File: config.mk
export PLATFORM = sky130hd
export DESIGN_NAME = tour_cmd_sequencer
export DESIGN_NICKNAME = d
export VERILOG_FILES = /design/src/rtl/tour_cmd_sequencer.sv
export SDC_FILE = /design/constraint.sdc
export NUM_CORES = 1
export LEC_CHECK = 0
export ABC_AREA = 1
export BUFFER_PORTS_ARGS = -buffer_cell sky130_fd_sc_hd__buf_2
export CORE_MARGIN = 2
export CORE_UTILIZATION = 35
export CTS_BUF_LIST = sky130_fd_sc_hd__clkbuf_8
export CTS_CLUSTER_SIZE = 20
export DETAILED_ROUTE_END_ITERATION = 7
export GPL_TIMING_DRIVEN = 1
export PLACE_DENSITY = 0.69
export SLEW_MARGIN = 15
export SYNTH_ARGS = -nofsm -noshare
export SYNTH_HDL_FRONTEND = slang
export SYNTH_SLANG_ARGS = --single-unit
File: constraint.sdc
create_clock -name clk -period 1.5 [get_ports clk]
set_input_delay 0.075 -clock clk [delete_from_list [all_inputs] [get_ports clk]]
set_output_delay 0.075 -clock clk [all_outputs]
set_load 0.01 [all_outputs]
File: src/rtl/tour_cmd_sequencer.sv
// rtl/tour_cmd_sequencer.sv - walks the 24 solved knight moves and issues vertical/horizontal drive commands
module tour_cmd_sequencer (
    input  logic        clk,
    input  logic        rst_n,
    input  logic        start_tour,
    input  logic [7:0]  move,
    output logic [4:0]  mv_indx,
    input  logic [15:0] cmd_UART,
    input  logic        cmd_rdy_UART,
    output logic [15:0] cmd,
    output logic        cmd_rdy,
    input  logic        clr_cmd_rdy,
    input  logic        send_resp,
    output logic [7:0]  resp,
    output logic        tour_busy
);

    localparam logic [4:0] LAST_MOVE = 5'd23;

    localparam logic [3:0] OP_MOVE    = 4'h2;
    localparam logic [3:0] OP_FANFARE = 4'h3;

    localparam logic [7:0] HDG_NORTH = 8'h00;
    localparam logic [7:0] HDG_SOUTH = 8'h7F;
    localparam logic [7:0] HDG_EAST  = 8'hBF;
    localparam logic [7:0] HDG_WEST  = 8'h3F;

    localparam logic [7:0] RESP_DONE = 8'hA5;
    localparam logic [7:0] RESP_ACK  = 8'h5A;

    typedef enum logic [2:0] {
        IDLE   = 3'd0,
        VERT   = 3'd1,
        WAIT_V = 3'd2,
        HORZ   = 3'd3,
        WAIT_H = 3'd4
    } state_t;

    state_t     state_q, state_d;
    logic [4:0] mv_indx_q, mv_indx_d;

    logic [15:0] vert_cmd;
    logic [15:0] horz_cmd;

    always_ff @(posedge clk or negedge rst_n) begin
        if (!rst_n) begin
            state_q   <= IDLE;
            mv_indx_q <= 5'd0;
        end else begin
            state_q   <= state_d;
            mv_indx_q <= mv_indx_d;
        end
    end

    always_comb begin
        state_d   = state_q;
        mv_indx_d = mv_indx_q;
        case (state_q)
            IDLE: begin
                if (start_tour) begin
                    state_d = VERT;
                end
            end
            VERT: begin
                if (clr_cmd_rdy) begin
                    state_d = WAIT_V;
                end
            end
            WAIT_V: begin
                if (send_resp) begin
                    state_d = HORZ;
                end
            end
            HORZ: begin
                if (clr_cmd_rdy) begin
                    state_d = WAIT_H;
                end
            end
            WAIT_H: begin
                if (send_resp) begin
                    if (mv_indx_q == LAST_MOVE) begin
                        state_d   = IDLE;
                        mv_indx_d = 5'd0;
                    end else begin
                        state_d   = VERT;
                        mv_indx_d = mv_indx_q + 5'd1;
                    end
                end
            end
            default: begin
                state_d   = IDLE;
                mv_indx_d = 5'd0;
            end
        endcase
    end

    // Each leg is fixed by the move bit; anything not one-hot becomes a zero-length leg.
    always_comb begin
        vert_cmd = {OP_MOVE,    HDG_NORTH, 4'd0};
        horz_cmd = {OP_FANFARE, HDG_NORTH, 4'd0};
        case (move)
            8'h01: begin
                vert_cmd = {OP_MOVE,    HDG_NORTH, 4'd2};
                horz_cmd = {OP_FANFARE, HDG_EAST,  4'd1};
            end
            8'h02: begin
                vert_cmd = {OP_MOVE,    HDG_NORTH, 4'd2};
                horz_cmd = {OP_FANFARE, HDG_WEST,  4'd1};
            end
            8'h04: begin
                vert_cmd = {OP_MOVE,    HDG_NORTH, 4'd1};
                horz_cmd = {OP_FANFARE, HDG_WEST,  4'd2};
            end
            8'h08: begin
                vert_cmd = {OP_MOVE,    HDG_SOUTH, 4'd1};
                horz_cmd = {OP_FANFARE, HDG_WEST,  4'd2};
            end
            8'h10: begin
                vert_cmd = {OP_MOVE,    HDG_SOUTH, 4'd2};
                horz_cmd = {OP_FANFARE, HDG_WEST,  4'd1};
            end
            8'h20: begin
                vert_cmd = {OP_MOVE,    HDG_SOUTH, 4'd2};
                horz_cmd = {OP_FANFARE, HDG_EAST,  4'd1};
            end
            8'h40: begin
                vert_cmd = {OP_MOVE,    HDG_SOUTH, 4'd1};
                horz_cmd = {OP_FANFARE, HDG_EAST,  4'd2};
            end
            8'h80: begin
                vert_cmd = {OP_MOVE,    HDG_NORTH, 4'd1};
                horz_cmd = {OP_FANFARE, HDG_EAST,  4'd2};
            end
            default: begin
                vert_cmd = {OP_MOVE,    HDG_NORTH, 4'd0};
                horz_cmd = {OP_FANFARE, HDG_NORTH, 4'd0};
            end
        endcase
    end

    always_comb begin
        cmd       = cmd_UART;
        cmd_rdy   = cmd_rdy_UART;
        resp      = RESP_DONE;
        tour_busy = 1'b1;
        case (state_q)
            IDLE: begin
                tour_busy = 1'b0;
            end
            VERT: begin
                cmd     = vert_cmd;
                cmd_rdy = 1'b1;
                resp    = RESP_ACK;
            end
            WAIT_V: begin
                cmd     = vert_cmd;
                cmd_rdy = 1'b0;
                resp    = RESP_ACK;
            end
            HORZ: begin
                cmd     = horz_cmd;
                cmd_rdy = 1'b1;
                resp    = RESP_ACK;
            end
            WAIT_H: begin
                cmd     = horz_cmd;
                cmd_rdy = 1'b0;
                // The acknowledge of the final leg tells the host the tour is complete.
                resp    = (mv_indx_q == LAST_MOVE) ? RESP_DONE : RESP_ACK;
            end
            default: begin
                cmd       = cmd_UART;
                cmd_rdy   = cmd_rdy_UART;
                resp      = RESP_DONE;
                tour_busy = 1'b0;
            end
        endcase
    end

    assign mv_indx = mv_indx_q;

endmodule
## Word-level counts from Yosys, hierarchy flattened

Cells that the tools add are included.
Widths: inputs -> output; s select.

- Output and inout port bits: 31
- Bits in registers: 8

- Mux-type cells: 17
- $add $sub $neg: 1
- Reduce and logical (&&, ||, !) cells: 18
- Bitwise gates (word level): 1
- Equality and inequality tests: 18

Operator list:

| kind | count |
|---|---|
| $pmux 12 s4 | 1 |
| $pmux 11 s4 | 1 |
| $pmux 16 s2 | 1 |
| $reduce_or 2->1 | 12 |
| $pmux 8 s2 | 1 |
| $mux 3 | 5 |
| $pmux 3 s5 | 1 |
| $mux 5 | 2 |
| $ne 2x2->1 const B | 5 |
| $pmux 5 s2 | 1 |
| $eq 8x1->1 const B | 1 |
| $eq 8x2->1 const B | 1 |
| $eq 8x3->1 const B | 1 |
| $eq 8x4->1 const B | 1 |
| $eq 8x5->1 const B | 1 |
| $eq 8x6->1 const B | 1 |
| $eq 8x7->1 const B | 1 |
| $eq 8x8->1 const B | 1 |
| $mux 8 | 1 |
| $reduce_or 4->1 | 2 |
| $eq 3x2->1 const B | 2 |
| $add 5x1->5 const B | 1 |
| $eq 5x5->1 const B | 1 |
| $reduce_and 5->1 | 1 |
| other kinds (8) | 9 |

## Longest topological paths before layout

Gate-level depths: netlist of the first run.

- Word-level depth: 4
- Mapped depth: 9
- Gate-level depth less buffers: 9

## Worst setup path before layout of the first run

Ideal clock, no wire load.

- Path type: flip-flop to output port
- From: reg mv_indx_q[0] (netlist: mv_indx[0])
- To: out resp[3]
- Required time: 1425 ps
- Data arrival time: 1525 ps
- Slack: -100 ps
- Stages on the path, launching flop included: 8
- Cells stage by stage: dfrtp_1 > ha_1 > nand4_1 > nand2_1 > inv_1 > nor2_1 > inv_1 > buf_4

- Longest elaborated chain between the ends: 3

RTL lines:

| element | RTL line | RTL |
|---|---|---|
| start: declaration | 40 | `logic [4:0] mv_indx_q, mv_indx_d;` |
| start signal: assignment | 51 | `mv_indx_q <= mv_indx_d;` |
| $eq 5x5->1 | 169 | `resp = (mv_indx_q == LAST_MOVE) ? RESP_DONE : RESP_ACK;` |
| $mux 8 | 169 |  |
| $pmux 8 s2 | 146 | `case (state_q)` |
| end: declaration | 14 | `output logic [7:0] resp,` |

No other way between the ends.

## Final worst setup path of the first run

- From: reg state_q[1]
- To: out cmd[6]

- Longest elaborated chain between the ends: 3
- Elaborated cells on any way between the ends: 7

RTL lines:

| element | RTL line | RTL |
|---|---|---|
| start: declaration | 39 | `state_t state_q, state_d;` |
| start signal: assignment | 50 | `state_q <= state_d;` |
| $eq 3x3->1 (tied with other cells) | 146 |  |
| $reduce_or 2->1 (no source line) | n/a |  |
| $pmux 16 s2 * | 146 |  |
| end: declaration | 10 | `output logic [15:0] cmd,` |

Mark *: on every way between the ends. The rest lies on a longest branch, timed or not.

==> flow_metrics.tcl, run 1 <==
set metrics [dict create \
    buffer_ports.inserted 60 \
    total_grt_overflow 0 \
    fin_worst_skew_ns 0.007847 \
    design.core.area_um2 2455 \
    cp_max_fo 8 \
    pwr_density_cell_nw_per_um2 2115 \
    final_common_cell "sky130_fd_sc_hd__buf_2" \
    status "finished with violations" \
    fmax_mhz 650.0 \
    setup.worst_path.end_class "primary output" \
    place_area_um2 1196 \
    mappedNetlistArea_um2 893.4 \
    slew_violations 0 \
    finalWorstPathRequiredPeriod_ns 1.538 \
    timing.critical_path.slowest_cell_delay_ns 0.39 \
    setup_viol 6 \
    avgRoutedWirePerCell_um 10.63 \
    min-delay-path-class "primary input to flop" \
    cts_max_path_buffers 2 \
    critical_path_buffers_and_inverters 3 \
    placed_cells 244 \
    num_vias 1207 \
    setup.worst_path.class "flop to primary output" \
    flow.area_growth_from_synthesis_pct 67.09 \
    dr_drc_count 0 \
    mostFrequentLayoutCells "51 x sky130_fd_sc_hd__buf_2, 45 x sky130_fd_sc_hd__nand2_1, 17 x sky130_fd_sc_hd__inv_1, 17 x sky130_fd_sc_hd__nor2_1, 12 x sky130_fd_sc_hd__buf_4" \
    final_cell_area_um2 1493 \
    postRouteAntennaNets 0 \
    critical-path-top-delay-family "simple AND/OR/NAND/NOR gates" \
    die-width_um 54.52 \
    num-nets-final 262 \
    slew_headroom_pct 77.16 \
    antenna_cells 0 \
    cts-root-buf "sky130_fd_sc_hd__clkbuf_8" \
    io_pins 61 \
    worstSkewPairLatency_ns 0.22 \
    finalNonFillerCells 259 \
    worstPathCellList "inv_2, nand2_4, nor2_4, nor2_4, buf_6, nand2_2, nand3_2, buf_6" \
    detailedPlacementHpwl_mm 1.832 \
    setup.worst_path.start_class "flop" \
    layout_setup_ws_ns -0.03839 \
    finalHoldViolations 0 \
    crit_path_dat_ns 1.46 \
    layout_worst_path_cycle_share_pct 102.6 \
    gr-usage-all-layers_pct 16.96 \
    required_ns 1.42 \
    die_area_um2 2972 \
    clock_tree.htree_level_count 1 \
    syn_avg_cell_area_um2 5.619 \
    postSynthCellCount 159 \
    placement_rows 18 \
    num_cts_buffers 3 \
    place.gp.congestion 0.8635 \
    route.final.wire_length_mm 2.752 \
    highest_ir_drop_seen_on_vdd_mv 1.435 \
    route.detailed.vias_per_inst 4.660 \
    drt_iter0_drc 25 \
    first_global_vias 987 \
    synth_cell_types 21 \
    fillCellCount 241 \
    max_cap_viol_count 0 \
    worst_slack_at_placement_ns 0.03160 \
    violations "negative setup slack" \
    max_slew.worst_pin.slew_ns 0.3391 \
    register_area_share_after_synthesis_pct 22.41 \
    number_of_antenna_violations_at_the_first_check_in_global_routing 0 \
    fin_worst_hold_slack_ns 0.1338 \
    clk_pin_slew_ns 0.04 \
    power.leakage_nw 0.9073 \
    grt_pass1_wl_mm 3.788 \
    cts_num_sinks 8 \
    detail_route.first_pass.iterations 4 \
    grt_setup_unrepaired "yes" \
    post_route_cells_drive_above_1_share_pct 49.78 \
    net_count_after_synthesis 190 \
    yosys_warnings 0 \
    die_y_um 54.52 \
    pin_count_of_the_biggest_net_entering_global_routing 9 \
    synth-seq-cells 8 \
    effective_utilization_at_floorplan_pct 36.39 \
    cts_tree "built" \
    worst_path_max_delay_cell "sky130_fd_sc_hd__dfrtp_1" \
]
==> Yosys cell counts, drive strengths merged <==
cell | n | share of area [%]
dfrtp | 8 | 22
o21ai | 9 | 5.5
mux2i | 1 | 1.1
xor2 | 1 | 0.98
nand4 | 5 | 3.5
nor2 | 24 | 12
o22ai | 1 | 0.70
a21oi | 3 | 1.7
or2 | 2 | 1.4
nand2 | 56 | 24
buf | 7 | 5.9
inv | 26 | 11
ha | 1 | 1.4
nand3 | 15 | 8.4
==> state kept, by name, summed over array words and instances (netlist names) <==
register and flops:
mv_indx 5, state_q 3
==> stage by stage <==
stage | util, % | setup TNS (ns) | power [mW]
after floorplan | - | 0 | 1.660
after global placement | 48.73 | 0 | 2.127
after detailed placement | 48.73 | 0 | 2.134
after CTS | 53.72 | -0.01115 | 2.622
after global routing | 60.81 | -1.910 | 3.438
final | 60.81 | -0.1118 | 3.157
==> kinds of logic after synthesis <==
kind of cell               after synthesis  share of synthesized area [%]
xor gates and xnor gates                 1                         0.9806
DFF                                      8                          22.41
adders and majority gates                1                          1.400
buffers and inverters                   33                          16.81
and+or+nand+nor                        102                          49.44
muxes                                    1                          1.120
AOI/OAI and AO/OA                       13                          7.843
==> area by class of cell <==
type | instances | area, um2 | area share, %
inverters | 26 | 100.1 | 6.706
repair buffers | 74 | 467.9 | 31.35
multi-input cells | 118 | 644.4 | 43.17
well taps | 30 | 37.54 | 2.515
flip-flops and latches | 8 | 201.4 | 13.50
clock buffers | 3 | 41.29 | 2.766
==> what timing repair did <==
item / CTS / global route
hold endpoints to repair: 8 / 0
endpoints found under the setup margin: 25 / 25
buffers inserted: 5 / 6
hold buffers: 1 / 0
pin swaps: 1 / 10
gates resized for setup: 14 / 30
==> final timing paths <==
path | startpoint | end | slack [ns] | cells after the start
setup / recovery | state_q[1] | cmd[6] | -0.04 | 8
hold / removal | send_resp | mv_indx[0] | 0.13 | 3
setup reg to reg | state_q[1] | mv_indx[4] | 0.16 | 8
hold reg to reg | mv_indx[4] | mv_indx[4] | 0.60 | 2
max in group asynchronous | rst_n | state_q[2] | 1.08 | 2
min in group asynchronous | rst_n | mv_indx[3] | 0.23 | 2
==> report_power, final <==
group / internal [mW] / switching [mW]
combinational: 1.18 / 1.35
clock: 0.173 / 0.0768
sequential: 0.297 / 0.0820
total: 1.65 / 1.51
==> routing by layer <==
layer | GRT usage (%) | vias to the layer above | share of wire [%]
met2 | 28.11 | 45 | 48
met3 | 3.825 | 2 | 7.7
met5 | 0 | - | 0
met1 | 22.20 | 525 | 43
met4 | 4.167 | 0 | 0.62
li1 | - | 635 | -
==> tightest hold or removal path, stage by stage <==
cell                      delay [ns]
sky130_fd_sc_hd__buf_2          0.11
sky130_fd_sc_hd__nand2_1        0.06
sky130_fd_sc_hd__mux2i_1        0.06
Power figures use the tool's default switching activity.
==> inputs of run 2 (changes only) <==
--- a/config.mk
+++ b/config.mk
@@ -5,15 +5,13 @@
 export SDC_FILE = /design/constraint.sdc
 export NUM_CORES = 1
 export LEC_CHECK = 0
-export ABC_AREA = 1
 export BUFFER_PORTS_ARGS = -buffer_cell sky130_fd_sc_hd__buf_2
 export CORE_MARGIN = 2
-export CORE_UTILIZATION = 35
-export CTS_BUF_LIST = sky130_fd_sc_hd__clkbuf_8
+export CORE_UTILIZATION = 23
+export CTS_BUF_LIST = sky130_fd_sc_hd__clkbuf_2 sky130_fd_sc_hd__clkbuf_4 sky130_fd_sc_hd__clkbuf_8
 export CTS_CLUSTER_SIZE = 20
 export DETAILED_ROUTE_END_ITERATION = 7
 export GPL_TIMING_DRIVEN = 1
-export PLACE_DENSITY = 0.69
 export SLEW_MARGIN = 15
 export SYNTH_ARGS = -nofsm -noshare
 export SYNTH_HDL_FRONTEND = slang
==> flow_metrics.tcl, run 2 <==
set metrics [dict create \
    status "finished with violations" \
    violations "negative setup slack" \
    synth_top_area_share_pct 19.51 \
    place.gp.congestion 0.7638 \
    num_cts_buffers 3 \
    crit_path_dat_ns 1.62 \
    synth_top_area_cell "sky130_fd_sc_hd__dfrtp_1" \
    cts-root-buf "sky130_fd_sc_hd__clkbuf_8" \
    antenna_cells 0 \
    cts_max_path_buffers 2 \
    yosys_warnings 0 \
    fin_worst_skew_ns 0.002493 \
    die-width_um 70.79 \
    num-nets-final 237 \
    post_synthesis_share_of_cell_area_spent_on_and_or_nand_and_nor_gates_pct 34.39 \
    synth-seq-cells 8 \
    die_y_um 70.79 \
    route.detailed.vias_per_inst 4.820 \
    finalHoldViolations 0 \
    pwr_density_cell_nw_per_um2 1995 \
    cp_max_fo 5 \
    post_synth_fa_ha_maj_area_fraction_pct 1.220 \
    fmax_mhz 589.7 \
    largest_register_ff_count 5 \
    timing.reg2reg.setup_slack_ns -0.04 \
    design.core.area_um2 4324 \
    layout_setup_ws_ns -0.1957 \
    synth_compound_area_share_pct 26.83 \
    worstSkewPairLatency_ns 0.23 \
    gr-usage-all-layers_pct 11.70 \
    post_route_cells_drive_above_1_share_pct 55.39 \
    yosys.cell_count.top_type "sky130_fd_sc_hd__nand2_1" \
    cts_num_sinks 8 \
    ff2ff_path_depth 9 \
    postRouteAntennaNets 0 \
    die_area_um2 5011 \
    clk_pin_slew_ns 0.04 \
    net_count_after_synthesis 164 \
    io_pins 61 \
    p_seq_share_pct 9.5 \
    clock_tree.htree_level_count 1 \
    dr_drc_count 0 \
    max_cap_viol_count 0 \
    mostFrequentLayoutCells "48 x sky130_fd_sc_hd__buf_2, 19 x sky130_fd_sc_hd__buf_6, 17 x sky130_fd_sc_hd__nand2_1, 12 x sky130_fd_sc_hd__buf_4, 8 x sky130_fd_sc_hd__o211ai_1" \
    clock_power_share_pct 7.5 \
    synth_cell_types 45 \
    postSynthCellCount 133 \
    avgRoutedWirePerCell_um 12.35 \
    switchingPower_mw 1.440 \
    min-delay-path-class "primary input to flop" \
    critical_path.reg2reg.startpoint "state_q[1]" \
    total_grt_overflow 0 \
    internal-power_mw 2.015 \
    synth_flop_cell "sky130_fd_sc_hd__dfrtp_1" \
    first_global_vias 1114 \
    slew_headroom_pct 63.60 \
    final_common_cell "sky130_fd_sc_hd__buf_2" \
    setup_viol 30 \
    layout_worst_path_cycle_share_pct 113.0 \
    setup.worst_path.class "flop to primary output" \
    p_total_mw 3.455 \
    synth_edf_count 0 \
    worstReg2RegEnd "mv_indx[4]" \
    power.leakage_nw 0.8175 \
    flow.area_growth_from_synthesis_pct 68.78 \
    syn_avg_cell_area_um2 7.714 \
    critPathLaunch "state_q[1]" \
    grt_pass1_wl_mm 4.926 \
    setup.worst_path.start_class "flop" \
    number_of_antenna_violations_at_the_first_check_in_global_routing 0 \
    setup_tns_ns -3.459 \
    highest_ir_drop_seen_on_vdd_mv 1.070 \
    timing.critical_path.to "resp[1]" \
    synth_xor_area_share_pct 5.854 \
    effective_utilization_at_floorplan_pct 23.73 \
    buffer_ports.inserted 60 \
    synth-async-reset-ratio_pct 100.0 \
    netSwitchingFraction_pct 41.68 \
    slew_violations 0 \
    detailedPlacementHpwl_mm 2.215 \
    required_ns 1.42 \
    num_vias 1234 \
    mappedNetlistArea_um2 1026 \
    synth_area_leaders "sky130_fd_sc_hd__dfrtp_1 20%, sky130_fd_sc_hd__nand2_1 6.6%, sky130_fd_sc_hd__buf_4 5.9%, sky130_fd_sc_hd__o211ai_1 5.9%, sky130_fd_sc_hd__nand2b_1 3.7%" \
    combinational_family_with_the_most_area_after_synthesis "simple AND/OR/NAND/NOR gates" \
    detail_route.first_pass.iterations 4 \
    drt_iter0_drc 29 \
    register_area_share_after_synthesis_pct 19.51 \
    pin_count_of_the_biggest_net_entering_global_routing 15 \
    placement_rows 24 \
    finalWorstPathRequiredPeriod_ns 1.696 \
    p_comb_share_pct 83.0 \
    route.final.wire_length_mm 3.162 \
    max_slew.worst_pin.slew_ns 0.5415 \
    synth.mux.area_fraction_pct 2.195 \
    post_synth_most_frequent_cells "18 x sky130_fd_sc_hd__nand2_1, 8 x sky130_fd_sc_hd__buf_4, 8 x sky130_fd_sc_hd__dfrtp_1, 8 x sky130_fd_sc_hd__o211ai_1" \
    setup.worst_path.end_class "primary output" \
    cts_tree "built" \
    grt_setup_unrepaired "yes" \
]
run 2: cell count changes after synthesis, sizes merged, moves of 4 or more:
cell and delta:
nor3 +5, nor2 -16, inv -24, nand2b +6, nand3 -11, nand2 -38
nor4b +4, nand4 -4, buf +8, and2 +5, o211ai +8
run 2: final cells by class:
class / count / area, um2
fillers: 452 / 2592
clock buffers: 3 / 41.29
flip-flops and latches: 8 / 201.4
multi-input cells: 108 / 804.5
well taps: 52 / 65.06
repair buffers: 83 / 609.3
inverters: 2 / 10.01
run 2: power by group through the flow:
stage / registers [mW] / clock network (mW) / logic (mW)
5_1_grt: 0.334 / 0.273 / 3.08
3_5_place_dp: 0.320 / 0 / 1.99
4_1_cts: 0.319 / 0.258 / 2.38
2_1_floorplan: 0.306 / 0 / 1.30
6_report: 0.327 / 0.259 / 2.87
3_3_place_gp: 0.317 / 0 / 1.98
run 2: worst min-delay path by stage:
| stage | start | endpoint | depth (start not counted) |
|---|---|---|---|
| finish | send_resp | state_q[2] | 2 |
| global route | send_resp | state_q[2] | 2 |
| CTS | send_resp | state_q[2] | 2 |
| detailed placement | rst_n | mv_indx[2] | 1 |
| global placement | rst_n | mv_indx[2] | 1 |
| floorplan | rst_n | mv_indx[0] | 0 |
run 2: per-stage QoR:
stage	cell area (um2)	cells	utilization, %	hold slack, ns	setup slack (ns)
finish	1732	256	40.05	0.1448	-0.1957
global placement	1411	242	32.64	-0.07473	0.01150
floorplan	1026	133	-	-0.2206	0.03680
CTS	1594	252	36.86	0.1462	-0.2004
global route	1732	256	40.05	0.1607	-0.2649
detailed placement	1411	242	32.64	-0.07358	0.0002840
run 2: what timing repair did:
action,CTS,global route
pin swaps,13,9
endpoints found under the setup margin,26,27
gates cloned,0,0
endpoints found under the hold margin,8,0
gates resized for setup,17,24
hold buffers,1,0
setup buffers,7,4
run 2: routing by layer:
| layer | vias to the layer above | wire (um) | global-route usage (%) |
|---|---|---|---|
| met5 | - | 0 | 0 |
| met4 | 0 | 14 | 2.935 |
| met3 | 2 | 268 | 2.564 |
| met2 | 58 | 1568 | 20.04 |
| met1 | 554 | 1311 | 14.93 |
| li1 | 620 | - | - |
run 2: worst max-delay path: stages, from the launching register on:
cell                      delay, ns
sky130_fd_sc_hd__dfrtp_1       0.42
sky130_fd_sc_hd__buf_12        0.15
sky130_fd_sc_hd__buf_4         0.13
sky130_fd_sc_hd__nor2_4        0.12
sky130_fd_sc_hd__buf_6         0.14
sky130_fd_sc_hd__buf_6         0.09
sky130_fd_sc_hd__o21a_4        0.17
sky130_fd_sc_hd__inv_4         0.06
sky130_fd_sc_hd__buf_6         0.12
run 2: kinds of logic (layout without fill, tap and decap cells):
family	after synthesis	after routing
simple gates	62	62
compound gates	37	37
buf+inv	17	88
flops	8	8
xor+xnor	6	6
mux	2	2
fa+ha+maj	1	1
